===== src/rtl/div32_issue_ctrl_if.sv =====
// Request/response handshake and divider-core link for div32_issue_ctrl.
// slave is the sequencer's view; master is the requester/core side.
interface div32_issue_ctrl_if;
  logic        req_valid;
  logic        req_ready;
  logic        req_signed;
  logic [31:0] req_dividend;
  logic [31:0] req_divisor;

  logic        core_start;
  logic [63:0] core_dividend;
  logic [31:0] core_divisor;
  logic        core_finish;
  logic [32:0] core_quo;
  logic [31:0] core_rem;

  logic        resp_valid;
  logic        resp_ready;
  logic [31:0] resp_quo;
  logic [31:0] resp_rem;
  logic        resp_div_zero;
  logic        resp_overflow;
  logic        resp_timeout;
  logic        busy;

  modport slave (
    input  req_valid, req_signed, req_dividend, req_divisor,
    input  core_finish, core_quo, core_rem, resp_ready,
    output req_ready, core_start, core_dividend, core_divisor,
    output resp_valid, resp_quo, resp_rem, resp_div_zero, resp_overflow, resp_timeout, busy
  );

  modport master (
    output req_valid, req_signed, req_dividend, req_divisor,
    output core_finish, core_quo, core_rem, resp_ready,
    input  req_ready, core_start, core_dividend, core_divisor,
    input  resp_valid, resp_quo, resp_rem, resp_div_zero, resp_overflow, resp_timeout, busy
  );
endinterface


===== src/rtl/div32_issue_ctrl.sv =====
// Signed/unsigned request sequencer in front of the 32-bit unsigned sequential divider core.
// Handles divide-by-zero and signed overflow locally; sign-corrects core results.
module div32_issue_ctrl #(
  parameter int unsigned TIMEOUT_CYCLES = 96
) (
  input logic               clk,
  input logic               rst,
  div32_issue_ctrl_if.slave bus
);

  localparam int unsigned CntW = $clog2(TIMEOUT_CYCLES + 1);

  typedef enum logic [2:0] {StIdle, StLaunch, StWait, StFix, StResp} state_e;

  state_e          state_q, state_d;
  logic            sign_a_q, sign_a_d, sign_b_q, sign_b_d;
  logic [31:0]     mag_a_q, mag_a_d, mag_b_q, mag_b_d;
  logic [31:0]     quo_q, quo_d, rem_q, rem_d;
  logic            dz_q, dz_d, ov_q, ov_d, to_q, to_d;
  logic [CntW-1:0] cnt_q, cnt_d;

  logic            sa, sb;
  logic [31:0]     ma, mb;

  always_comb begin
    sa = bus.req_signed & bus.req_dividend[31];
    sb = bus.req_signed & bus.req_divisor[31];
    ma = sa ? (~bus.req_dividend + 32'd1) : bus.req_dividend;
    mb = sb ? (~bus.req_divisor + 32'd1) : bus.req_divisor;
  end

  always_comb begin
    state_d        = state_q;
    sign_a_d       = sign_a_q;
    sign_b_d       = sign_b_q;
    mag_a_d        = mag_a_q;
    mag_b_d        = mag_b_q;
    quo_d          = quo_q;
    rem_d          = rem_q;
    dz_d           = dz_q;
    ov_d           = ov_q;
    to_d           = to_q;
    cnt_d          = cnt_q;
    bus.req_ready  = 1'b0;
    bus.core_start = 1'b0;

    unique case (state_q)
      StIdle: begin
        bus.req_ready = 1'b1;
        if (bus.req_valid) begin
          sign_a_d = sa;
          sign_b_d = sb;
          mag_a_d  = ma;
          mag_b_d  = mb;
          dz_d     = 1'b0;
          ov_d     = 1'b0;
          to_d     = 1'b0;
          if (bus.req_divisor == 32'd0) begin
            quo_d   = 32'hFFFF_FFFF;
            rem_d   = bus.req_dividend;
            dz_d    = 1'b1;
            state_d = StResp;
          end else if (bus.req_signed && bus.req_dividend == 32'h8000_0000 &&
                       bus.req_divisor == 32'hFFFF_FFFF) begin
            quo_d   = 32'h8000_0000;
            rem_d   = 32'd0;
            ov_d    = 1'b1;
            state_d = StResp;
          end else begin
            state_d = StLaunch;
          end
        end
      end
      StLaunch: begin
        bus.core_start = 1'b1;
        cnt_d          = '0;
        state_d        = StWait;
      end
      StWait: begin
        // First WAIT cycle may still show finish left over from the previous op.
        if (cnt_q != '0 && bus.core_finish) begin
          quo_d   = bus.core_quo[31:0];
          rem_d   = bus.core_rem;
          state_d = StFix;
        end else if (cnt_q == CntW'(TIMEOUT_CYCLES - 1)) begin
          quo_d   = 32'd0;
          rem_d   = 32'd0;
          to_d    = 1'b1;
          state_d = StResp;
        end else begin
          cnt_d = cnt_q + CntW'(1);
        end
      end
      StFix: begin
        quo_d   = (sign_a_q ^ sign_b_q) ? (~quo_q + 32'd1) : quo_q;
        rem_d   = sign_a_q ? (~rem_q + 32'd1) : rem_q;
        state_d = StResp;
      end
      StResp: begin
        if (bus.resp_ready) state_d = StIdle;
      end
      default: state_d = StIdle;
    endcase
  end

  always_ff @(posedge clk or posedge rst) begin
    if (rst) begin
      state_q  <= StIdle;
      sign_a_q <= 1'b0;
      sign_b_q <= 1'b0;
      mag_a_q  <= 32'd0;
      mag_b_q  <= 32'd0;
      quo_q    <= 32'd0;
      rem_q    <= 32'd0;
      dz_q     <= 1'b0;
      ov_q     <= 1'b0;
      to_q     <= 1'b0;
      cnt_q    <= '0;
    end else begin
      state_q  <= state_d;
      sign_a_q <= sign_a_d;
      sign_b_q <= sign_b_d;
      mag_a_q  <= mag_a_d;
      mag_b_q  <= mag_b_d;
      quo_q    <= quo_d;
      rem_q    <= rem_d;
      dz_q     <= dz_d;
      ov_q     <= ov_d;
      to_q     <= to_d;
      cnt_q    <= cnt_d;
    end
  end

  assign bus.resp_valid    = (state_q == StResp);
  assign bus.resp_quo      = quo_q;
  assign bus.resp_rem      = rem_q;
  assign bus.resp_div_zero = bus.resp_valid & dz_q;
  assign bus.resp_overflow = bus.resp_valid & ov_q;
  assign bus.resp_timeout  = bus.resp_valid & to_q;
  assign bus.busy          = (state_q != StIdle);
  assign bus.core_dividend = {32'd0, mag_a_q};
  assign bus.core_divisor  = mag_b_q;

endmodule


===== src/flat_wrapper.sv =====
// flat-port wrapper written by rule: the top's interface ports become plain ports
module div32_issue_ctrl_flat 
#(
  parameter int unsigned TIMEOUT_CYCLES = 96
)
  (clk, rst, bus_req_valid, bus_req_signed, bus_req_dividend, bus_req_divisor, bus_core_finish, bus_core_quo, bus_core_rem, bus_resp_ready, bus_req_ready, bus_core_start, bus_core_dividend, bus_core_divisor, bus_resp_valid, bus_resp_quo, bus_resp_rem, bus_resp_div_zero, bus_resp_overflow, bus_resp_timeout, bus_busy);
  div32_issue_ctrl_if bus_i ();
  input logic clk;
  input logic rst;
  input wire logic [$bits(bus_i.req_valid)-1:0] bus_req_valid;
  input wire logic [$bits(bus_i.req_signed)-1:0] bus_req_signed;
  input wire logic [$bits(bus_i.req_dividend)-1:0] bus_req_dividend;
  input wire logic [$bits(bus_i.req_divisor)-1:0] bus_req_divisor;
  input wire logic [$bits(bus_i.core_finish)-1:0] bus_core_finish;
  input wire logic [$bits(bus_i.core_quo)-1:0] bus_core_quo;
  input wire logic [$bits(bus_i.core_rem)-1:0] bus_core_rem;
  input wire logic [$bits(bus_i.resp_ready)-1:0] bus_resp_ready;
  output wire logic [$bits(bus_i.req_ready)-1:0] bus_req_ready;
  output wire logic [$bits(bus_i.core_start)-1:0] bus_core_start;
  output wire logic [$bits(bus_i.core_dividend)-1:0] bus_core_dividend;
  output wire logic [$bits(bus_i.core_divisor)-1:0] bus_core_divisor;
  output wire logic [$bits(bus_i.resp_valid)-1:0] bus_resp_valid;
  output wire logic [$bits(bus_i.resp_quo)-1:0] bus_resp_quo;
  output wire logic [$bits(bus_i.resp_rem)-1:0] bus_resp_rem;
  output wire logic [$bits(bus_i.resp_div_zero)-1:0] bus_resp_div_zero;
  output wire logic [$bits(bus_i.resp_overflow)-1:0] bus_resp_overflow;
  output wire logic [$bits(bus_i.resp_timeout)-1:0] bus_resp_timeout;
  output wire logic [$bits(bus_i.busy)-1:0] bus_busy;
  assign bus_i.req_valid = bus_req_valid;
  assign bus_i.req_signed = bus_req_signed;
  assign bus_i.req_dividend = bus_req_dividend;
  assign bus_i.req_divisor = bus_req_divisor;
  assign bus_i.core_finish = bus_core_finish;
  assign bus_i.core_quo = bus_core_quo;
  assign bus_i.core_rem = bus_core_rem;
  assign bus_i.resp_ready = bus_resp_ready;
  assign bus_req_ready = bus_i.req_ready;
  assign bus_core_start = bus_i.core_start;
  assign bus_core_dividend = bus_i.core_dividend;
  assign bus_core_divisor = bus_i.core_divisor;
  assign bus_resp_valid = bus_i.resp_valid;
  assign bus_resp_quo = bus_i.resp_quo;
  assign bus_resp_rem = bus_i.resp_rem;
  assign bus_resp_div_zero = bus_i.resp_div_zero;
  assign bus_resp_overflow = bus_i.resp_overflow;
  assign bus_resp_timeout = bus_i.resp_timeout;
  assign bus_busy = bus_i.busy;
  div32_issue_ctrl #(.TIMEOUT_CYCLES(TIMEOUT_CYCLES)) u_core (.clk(clk), .rst(rst), .bus(bus_i));
endmodule

===== config.mk =====
export PLATFORM = sky130hd
export DESIGN_NAME = div32_issue_ctrl_flat
export DESIGN_NICKNAME = d
export VERILOG_FILES = /design/src/rtl/div32_issue_ctrl_if.sv /design/src/rtl/div32_issue_ctrl.sv /design/src/flat_wrapper.sv
export SDC_FILE = /design/constraint.sdc
export NUM_CORES = 1
export LEC_CHECK = 0
export CAP_MARGIN = 20
export CORE_MARGIN = 4
export CORE_UTILIZATION = 50
export CTS_CLUSTER_DIAMETER = 40
export DETAILED_ROUTE_END_ITERATION = 16
export MAX_ROUTING_LAYER = met4
export PLACE_DENSITY_LB_ADDON = 0.25
export SYNTH_ARGS = -nofsm -noshare
export SYNTH_HDL_FRONTEND = slang
export SYNTH_SLANG_ARGS = --single-unit

===== constraint.sdc =====
create_clock -name clk -period 7.1 [get_ports clk]
set_input_delay 1.065 -clock clk [delete_from_list [all_inputs] [get_ports clk]]
set_output_delay 1.065 -clock clk [all_outputs]
set_load 0.02 [all_outputs]

# Word-level counts from Yosys, hierarchy flattened
# Cells that the tools add are included.
# op_classes
div_mod_pow,0
n_shift,0
mux,34
n_addsub,5
n_eq_ne,16
reduce_logical,16
mul,0
magnitude_cmp,0
n_bitwise,10
# ops
operator,n
$mux W32,13
$pmux W32 S3,2
$add A32 B1 Y32 const B,4
$not A32 Y32,4
$eq A32 B32 Y1 const B,2
$logic_not A32 Y1,1
$mux W3,6
$pmux W3 S5,1
$mux W7,2
$pmux W7 S2,1
$reduce_and A5 Y1,2
$mux W1,8
$ne A2 B2 Y1 const B,4
$add A7 B1 Y7 const B,1
$eq A7 B7 Y1 const B,1
$reduce_bool A7 Y1,1
$eq A3 B2 Y1 const B,2
$ne A2 B1 Y1 const B,3
$ne A3 B1 Y1 const B,2
$reduce_and A3 Y1,2
$reduce_bool A3 Y1,2
$and A1 B1 Y1,5
$reduce_and A4 Y1,1
$reduce_bool A2 Y1,2
7 further kinds,9
# word_totals
input_bits,135
out_inout_bits,167
register_bits,143
n_memories,0
latch_bits,0
ramBits,0
rom_bits,0

# Depth between registers and ports, before layout
# Gate-level depths: netlist of the first run.
# logic_depth
word_depth,7
ltp_mapped,11

# Worst setup path after synthesis of the first run
# OpenSTA, ideal clock, no wires.
# synth_timing
path_type,input to register
start,input port bus_req_divisor[15]
end,register u_core.quo_q[13] (netlist: u_core.bus.resp_quo[13])
stages,8
slack_ps,3828
required_time_ps,7022
arrival_time_ps,3194
path_cell_list,or4_1 > nor4_2 > nand4_1 > nor2_1 > buf_2 > buf_1 > a211oi_1 > o2bb2ai_1
# synth_between
elab_chain_len,4
elab_cells_between_ends,8
cone_classes,2 x eq/ne; 3 x mux; 3 x reduce/logical
# synth_lines
item,line,rtl
from (decl),flat_wrapper.sv:13,input wire logic [$bits(bus_i.req_divisor)-1:0] bus_req_divisor;
$eq A32 B32 Y1 / $logic_not A32 Y1 (equally long branches),"div32_issue_ctrl.sv:64, div32_issue_ctrl.sv:58",
$logic_and A1 B1 Y1 / $mux W32 (equally long branches),"div32_issue_ctrl.sv:63, div32_issue_ctrl.sv:58",
$ne A3 B1 Y1 (no line) / $mux W32 (equally long branches),-,
$reduce_and A5 Y1 (no line) / $pmux W32 S3 (equally long branches),-,
to (signal assigned),div32_issue_ctrl.sv:125,quo_q <= quo_d;
to (decl),div32_issue_ctrl.sv:18,"logic [31:0] quo_q, quo_d, rem_q, rem_d;"
# Several ways; a longest one is shown, not always the timed one. The select of a mux whose other input is x is not followed.
# A chain may end at the register's enable or synchronous reset.

# Worst setup path after layout of the first run
# layout_timing
start,input port bus_req_dividend[15]
end,register u_core.quo_q[29] (netlist: u_core.bus.resp_quo[29])
# layout_between
elab_chain_len,5
# layout_lines
item,line,rtl
from (decl),flat_wrapper.sv:12,input wire logic [$bits(bus_i.req_dividend)-1:0] bus_req_dividend;
$eq A32 B32 Y1,div32_issue_ctrl.sv:63,end else if (bus.req_signed && bus.req_dividend == 32'h8000_0000 &&
$logic_and A1 B1 Y1 (2 in a row),div32_issue_ctrl.sv:63,
$ne A3 B1 Y1 (no line),-,
$reduce_and A5 Y1 (no line),-,
# No other way between the ends.

==> results of run 1 <==
-- worst max-delay path by stage --
stage	from	endpoint	slack, ns	cells after the start
floorplan	rst	u_core.bus.core_divisor[0]$_DFFE_PP0P_	2.20	1
global placement	bus_req_dividend[15]	u_core.bus.resp_quo[25]$_DFFE_PP0P_	2.10	8
detailed placement	bus_req_dividend[15]	u_core.bus.resp_quo[25]$_DFFE_PP0P_	1.97	8
CTS	bus_req_dividend[15]	u_core.bus.resp_quo[29]$_DFFE_PP0P_	2.35	8
global route	bus_req_dividend[15]	u_core.bus.resp_quo[29]$_DFFE_PP0P_	2.23	9
finish	bus_req_dividend[15]	u_core.bus.resp_quo[29]$_DFFE_PP0P_	2.67	9
-- area by class of cell --
| cell class | instances | share of cell area, % |
|---|---|---|
| clock buffers | 19 | 3.57 |
| flip-flops and latches | 143 | 28.8 |
| inverters | 21 | 0.675 |
| well taps | 225 | 2.27 |
| repair buffers | 278 | 22.5 |
| clock inverters | 13 | 1.89 |
| multi-input cells | 850 | 40.3 |
| diodes | 1 | 0.0201 |
-- logic make-up after synthesis --
family,count (synthesis)
xor gates and xnor gates,89
DFF,143
adders and majority gates,7
other,1
and+or+nand+nor,410
buffers and inverters,116
AOI/OAI and AO/OA,312
-- worst reg2reg max path: cells and delay by family, from the launching register on --
| family | cells | cell delay (ns) |
|---|---|---|
| AOI/OAI and AO/OA | 3 | 0.74 |
| DFF | 1 | 0.41 |
| adders and majority gates | 1 | 0.15 |
| and+or+nand+nor | 4 | 1.83 |
| buffers and inverters | 2 | 0.31 |
-- report_power, final --
| part | switching (mW) | internal (mW) | leakage (nW) |
|---|---|---|---|
| sequential | 0.338 | 1.15 | 1.87 |
| clock | 0.375 | 0.670 | 0.312 |
| combinational | 1.84 | 1.37 | 2.79 |
| total | 2.56 | 3.19 | 4.97 |
-- registers in the layout, summed over array words and instances (netlist names) --
signal,cells
u_core.bus.core_divisor,32
u_core.bus.resp_quo,32
u_core.bus.resp_rem,32
u_core.cnt_q,7
u_core.dz_q,1
u_core.mag_a_q,32
u_core.ov_q,1
u_core.sign_a_q,1
u_core.sign_b_q,1
u_core.state_q,3
u_core.to_q,1
-- Yosys cell counts, types with 4 or more instances --
library cell	instances	area, um^2
xor2_1	36	315
nand3_1	13	65.1
nor4_1	20	125
and2_1	11	68.8
a22o_1	4	35.0
dfrtp_1	143	3580
a211oi_1	28	210
or4_1	14	105
o22ai_1	6	37.5
nor3_1	37	185
a221oi_1	28	245
nand2b_1	8	50.1
o21ai_0	145	726
or3_1	14	87.6
nand4_1	15	93.8
o31ai_1	12	90.1
buf_4	32	240
a21oi_1	45	225
nand2_1	143	537
nand3b_1	5	37.5
o2bb2ai_1	7	61.3
inv_1	21	78.8
and3_1	5	31.3
buf_2	5	25.0
nor3b_1	9	67.6
nor2_1	91	342
ha_1	7	87.6
o41ai_1	10	87.6
clkbuf_1	56	210
xnor2_1	53	464
-- per-stage QoR --
step | power (mW) | hold WS, ns | cells | setup slack, ns
2_1_floorplan | 3.51 | 0.430 | 1109 | 2.20
3_3_place_gp | 4.55 | 0.446 | 1515 | 2.10
3_5_place_dp | 4.62 | 0.454 | 1515 | 1.97
4_1_cts | 5.69 | 0.469 | 1547 | 2.35
5_1_grt | 6.15 | 0.486 | 1549 | 2.23
6_report | 5.74 | 0.469 | 1550 | 2.67
-- per-layer routing --
| layer | share of wire, % | GRT usage, % |
|---|---|---|
| met4 | 2.8 | 9.75 |
| met1 | 41 | 39.4 |
| met3 | 8.3 | 5.58 |
| met2 | 48 | 47.3 |
| met5 | 0 | - |
==> out/summary.txt, run 1 <==
vias in the first global route: 8550
Post-Synth XOR/XNOR Area: 8.66%
required time worst endpoint: 7.39 ns
DP Area: 11700 um^2
Worst Setup Path Type: in -> reg
min-delay src: u_core.ov_q$_DFFE_PP0P_
Slew HR: 40.3%
DRT Pass-1 Iters: 6
vias post-DR: 9168
Die Area: 20200 um^2
Pwr per Cell Area: 462 nW/um^2
DR DRC count: 0
clock sinks: 143
Max Clk Rate: 226 MHz
CP delay by family, top: simple AND/OR/NAND/NOR gates
largest stage delay on the critical path: 0.58 ns
post-synthesis adder-cell area fraction: 0.973%
Slew Limit Fails: 0
IO buf count: 268
min Tclk post-route: 4.43 ns
layout cells sized above 1: 4.68%
Fillers: 1401
skew final: 0.00822 ns
unrepaired setup endpoints after global routing: no
setup tns final: 0 ns
Yosys warnings: 0
DR vias/cell: 5.91
Initial Util: 51.5%
Async SR Flop Fraction: 100%
most common cell after layout, fill and taps aside: clkdlybuf4s50_1
layout net count: 1453
largest net degree at the start of global routing: 131
register area: 3580 um^2
TritonCTS clock tree: yes
HP Class: reg -> reg
Crit path arrival time: 4.72 ns
Util after Layout: 71.1%
final hold violations: 0
mux share of post-synthesis cell area: 0%
die width: 142 um
hold endpoint: u_core.ov_q$_DFFE_PP0P_
core area: 17500 um^2
I/O pin count: 302
first-pass GRT wire length: 47.1 mm
multi-input logic area: 5000 um^2
Unique masters post-synth: 64
most frequent cells in the layout: clkdlybuf4s50_1 (268), o21ai_0 (145), dfrtp_1 (143)
worst-path cell chain: clkdlybuf4s50_1, nor4_1, nor4b_1, nand4_1, o21ai_0, nand3_2, buf_16, o21ai_0, o21ai_0
CP max stage cell: nor4b_1
initial drt markers: 853
Final HPWL DP: 21.2 mm
GPL Wtd Cong: 0.899
post-cts resize count: 0
total CTS buffers: 17
worst skew pair latency: 0.43 ns
GRT Util Overall: 30.0%
H-tree depth: 4
most frequent CP cell: o21ai_0
Setup Buffers After CTS: 0
static leakage: 4.97 nW
Critical R2R Launch: u_core.cnt_q[0]$_DFFE_PP0P_
DR WL/cell: 19.5 um
post-route ant nets: 0
crit path capture type: register
Synth Area in Simple Gates: 22.7%
CP max FO: 36
EDFF count, synth: 0
# rows: 48
compound-gate portion of the synthesized area: 21.6%
cells after synthesis: 1078
die height: 142 um
hold path depth: 2
final number of setup-violating endpoints: 0
worst-margin pin slew: 0.895 ns
critical path startpoint category: input port
main combinational cell family by area after synthesis: simple AND/OR/NAND/NOR gates
max cap viols: 0
Seq/Total Area, Yosys: 39.8%
flops & latches, synth: 143
status: complete, no violations
ys flop type: dfrtp_1
area of the mapped netlist: 9000 um^2
Buf/Inv on CP: 2
root buffer cell: clkbuf_16
worst r2r path cells: 10
Routed WL: 30.2 mm
Post-CTS Hold Buffers: 0
Reg-to-Reg End: u_core.bus.resp_quo[31]$_DFFE_PP0P_
antenna violations before repair: 0
Reg2Reg Setup Slack: 3.53 ns
syn_area_per_cell: 8.35 um^2
Max Root-Sink Buffers: 2
highest ir drop seen on vdd: 0.000454 V
area growth from synthesis to layout: 38.0%
Design Area, Final: 12400 um^2
total congestion overflow: 0
final worst-path cycle share: 62.4%
Reg clk slew, reported paths: 0.06 ns
No activity file was read; power rests on OpenSTA's default activity.
==> inputs of run 2 (changes only) <==
Settings changed: CORE_UTILIZATION 50 to 47.
Clock period 7.1 ns to 4.2 ns, I/O delays scaled along.
==> out/summary.txt, run 2 (same netlist as run 1, synthesis figures left out) <==
DR vias/cell: 5.78
TritonCTS clock tree: yes
antenna violations before repair: 1
Worst Setup Path Type: in -> reg
final number of setup-violating endpoints: 0
layout net count: 1472
setup tns final: 0 ns
DR WL/cell: 19.1 um
Die Area: 21400 um^2
min Tclk post-route: 3.44 ns
clock sinks: 143
core area: 18800 um^2
CP max FO: 29
status: complete, no violations
total CTS buffers: 17
max cap viols: 0
Initial Util: 48.0%
# rows: 50
die height: 146 um
unrepaired setup endpoints after global routing: no
most common cell after layout, fill and taps aside: clkdlybuf4s50_1
I/O pin count: 302
Final HPWL DP: 21.7 mm
critical path startpoint category: input port
Post-CTS Hold Buffers: 0
required time worst endpoint: 4.49 ns
worst-margin pin slew: 0.822 ns
area growth from synthesis to layout: 39.3%
total congestion overflow: 0
Post-Place Cells: 1544
Setup Buffers After CTS: 0
Util after Layout: 66.8%
largest net degree at the start of global routing: 144
post-cts resize count: 0
GPL Wtd Cong: 0.907
GRT Util Overall: 28.2%
IO buf count: 268
Routed WL: 30.1 mm
static leakage: 5.06 nW
Slew Limit Fails: 0
Crit path arrival time: 3.74 ns
Non-Filler Instances: 1577
Max Clk Rate: 290 MHz
H-tree depth: 4
highest ir drop seen on vdd: 0.000567 V
die width: 146 um
Pwr per Cell Area: 767 nW/um^2
post-route ant nets: 0
Reg clk slew, reported paths: 0.06 ns
final worst-path cycle share: 82.0%
vias post-DR: 9112
Worst Setup Slack, final: 0.756 ns
skew final: 0.0125 ns
DP Worst Slack: 0.352 ns
HP Class: reg -> reg
Slew HR: 45.2%
DR DRC count: 0
root buffer cell: clkbuf_16
Max Root-Sink Buffers: 2
first-pass GRT wire length: 47.1 mm
crit path capture type: register
layout cells sized above 1: 5.89%
vias in the first global route: 8680
DRT Pass-1 Iters: 5
most frequent cells in the layout: clkdlybuf4s50_1 (268), o21ai_0 (145), dfrtp_1 (143)
initial drt markers: 619
worst skew pair latency: 0.42 ns
post-route total power: 9.62 mW
final hold violations: 0
run 2: stage by stage:
| step | instance area [um^2] | hold WS [ns] |
|---|---|---|
| floorplan | 9120 | 0.430 |
| global route | 12500 | 0.505 |
| CTS | 12500 | 0.482 |
| global placement | 11900 | 0.445 |
| detailed placement | 11900 | 0.462 |
| finish | 12500 | 0.475 |
run 2: final cells by class:
cell class	instances	area, um^2
diodes	1	2.50
fillers	1576	6230
flip-flops and latches	143	3580
clock inverters	10	161
well taps	234	293
inverters	21	82.6
repair buffers	297	2960
multi-input cells	850	5000
clock buffers	21	460
run 2: worst max-delay path, stage by stage:
cell,delay [ns]
clkdlybuf4s50_1,0.51
nor4_1,0.50
nor4b_1,0.53
a41oi_1,0.20
o21ai_0,0.13
buf_4,0.16
nand3_2,0.45
buf_12,0.36
o21ai_0,0.17
o21ai_0,0.11
run 2: path summary, 6_finish.rpt:
check / startpoint / end / slack (ns) / depth (start not counted)
max: bus_req_divisor[25] / u_core.bus.resp_quo[30]$_DFFE_PP0P_ / 0.76 / 10
min: u_core.mag_a_q[16]$_DFFE_PP0P_ / u_core.mag_a_q[16]$_DFFE_PP0P_ / 0.47 / 2
max reg2reg: u_core.cnt_q[0]$_DFFE_PP0P_ / u_core.bus.resp_quo[31]$_DFFE_PP0P_ / 0.98 / 10
min reg2reg: u_core.mag_a_q[16]$_DFFE_PP0P_ / u_core.mag_a_q[16]$_DFFE_PP0P_ / 0.47 / 2
max in group asynchronous: rst / u_core.bus.resp_quo[3]$_DFFE_PP0P_ / 2.82 / 3
min in group asynchronous: rst / u_core.mag_a_q[12]$_DFFE_PP0P_ / 0.77 / 3
run 2: metal layers:
layer / up-vias / wire length [um] / global-route usage, %
met2: 414 / 14300 / 44.8
li1: 4340 / - / -
met3: 68 / 2190 / 5.40
met1: 4290 / 12600 / 35.9
met4: 0 / 1050 / 10.6
met5: - / 0 / -
run 2: where the power goes:
part	switching, mW	leakage, nW	total, mW	internal (mW)
Clock	0.591	0.307	1.61	1.02
Sequential	0.583	1.87	2.52	1.94
Combinational	3.12	2.89	5.48	2.36
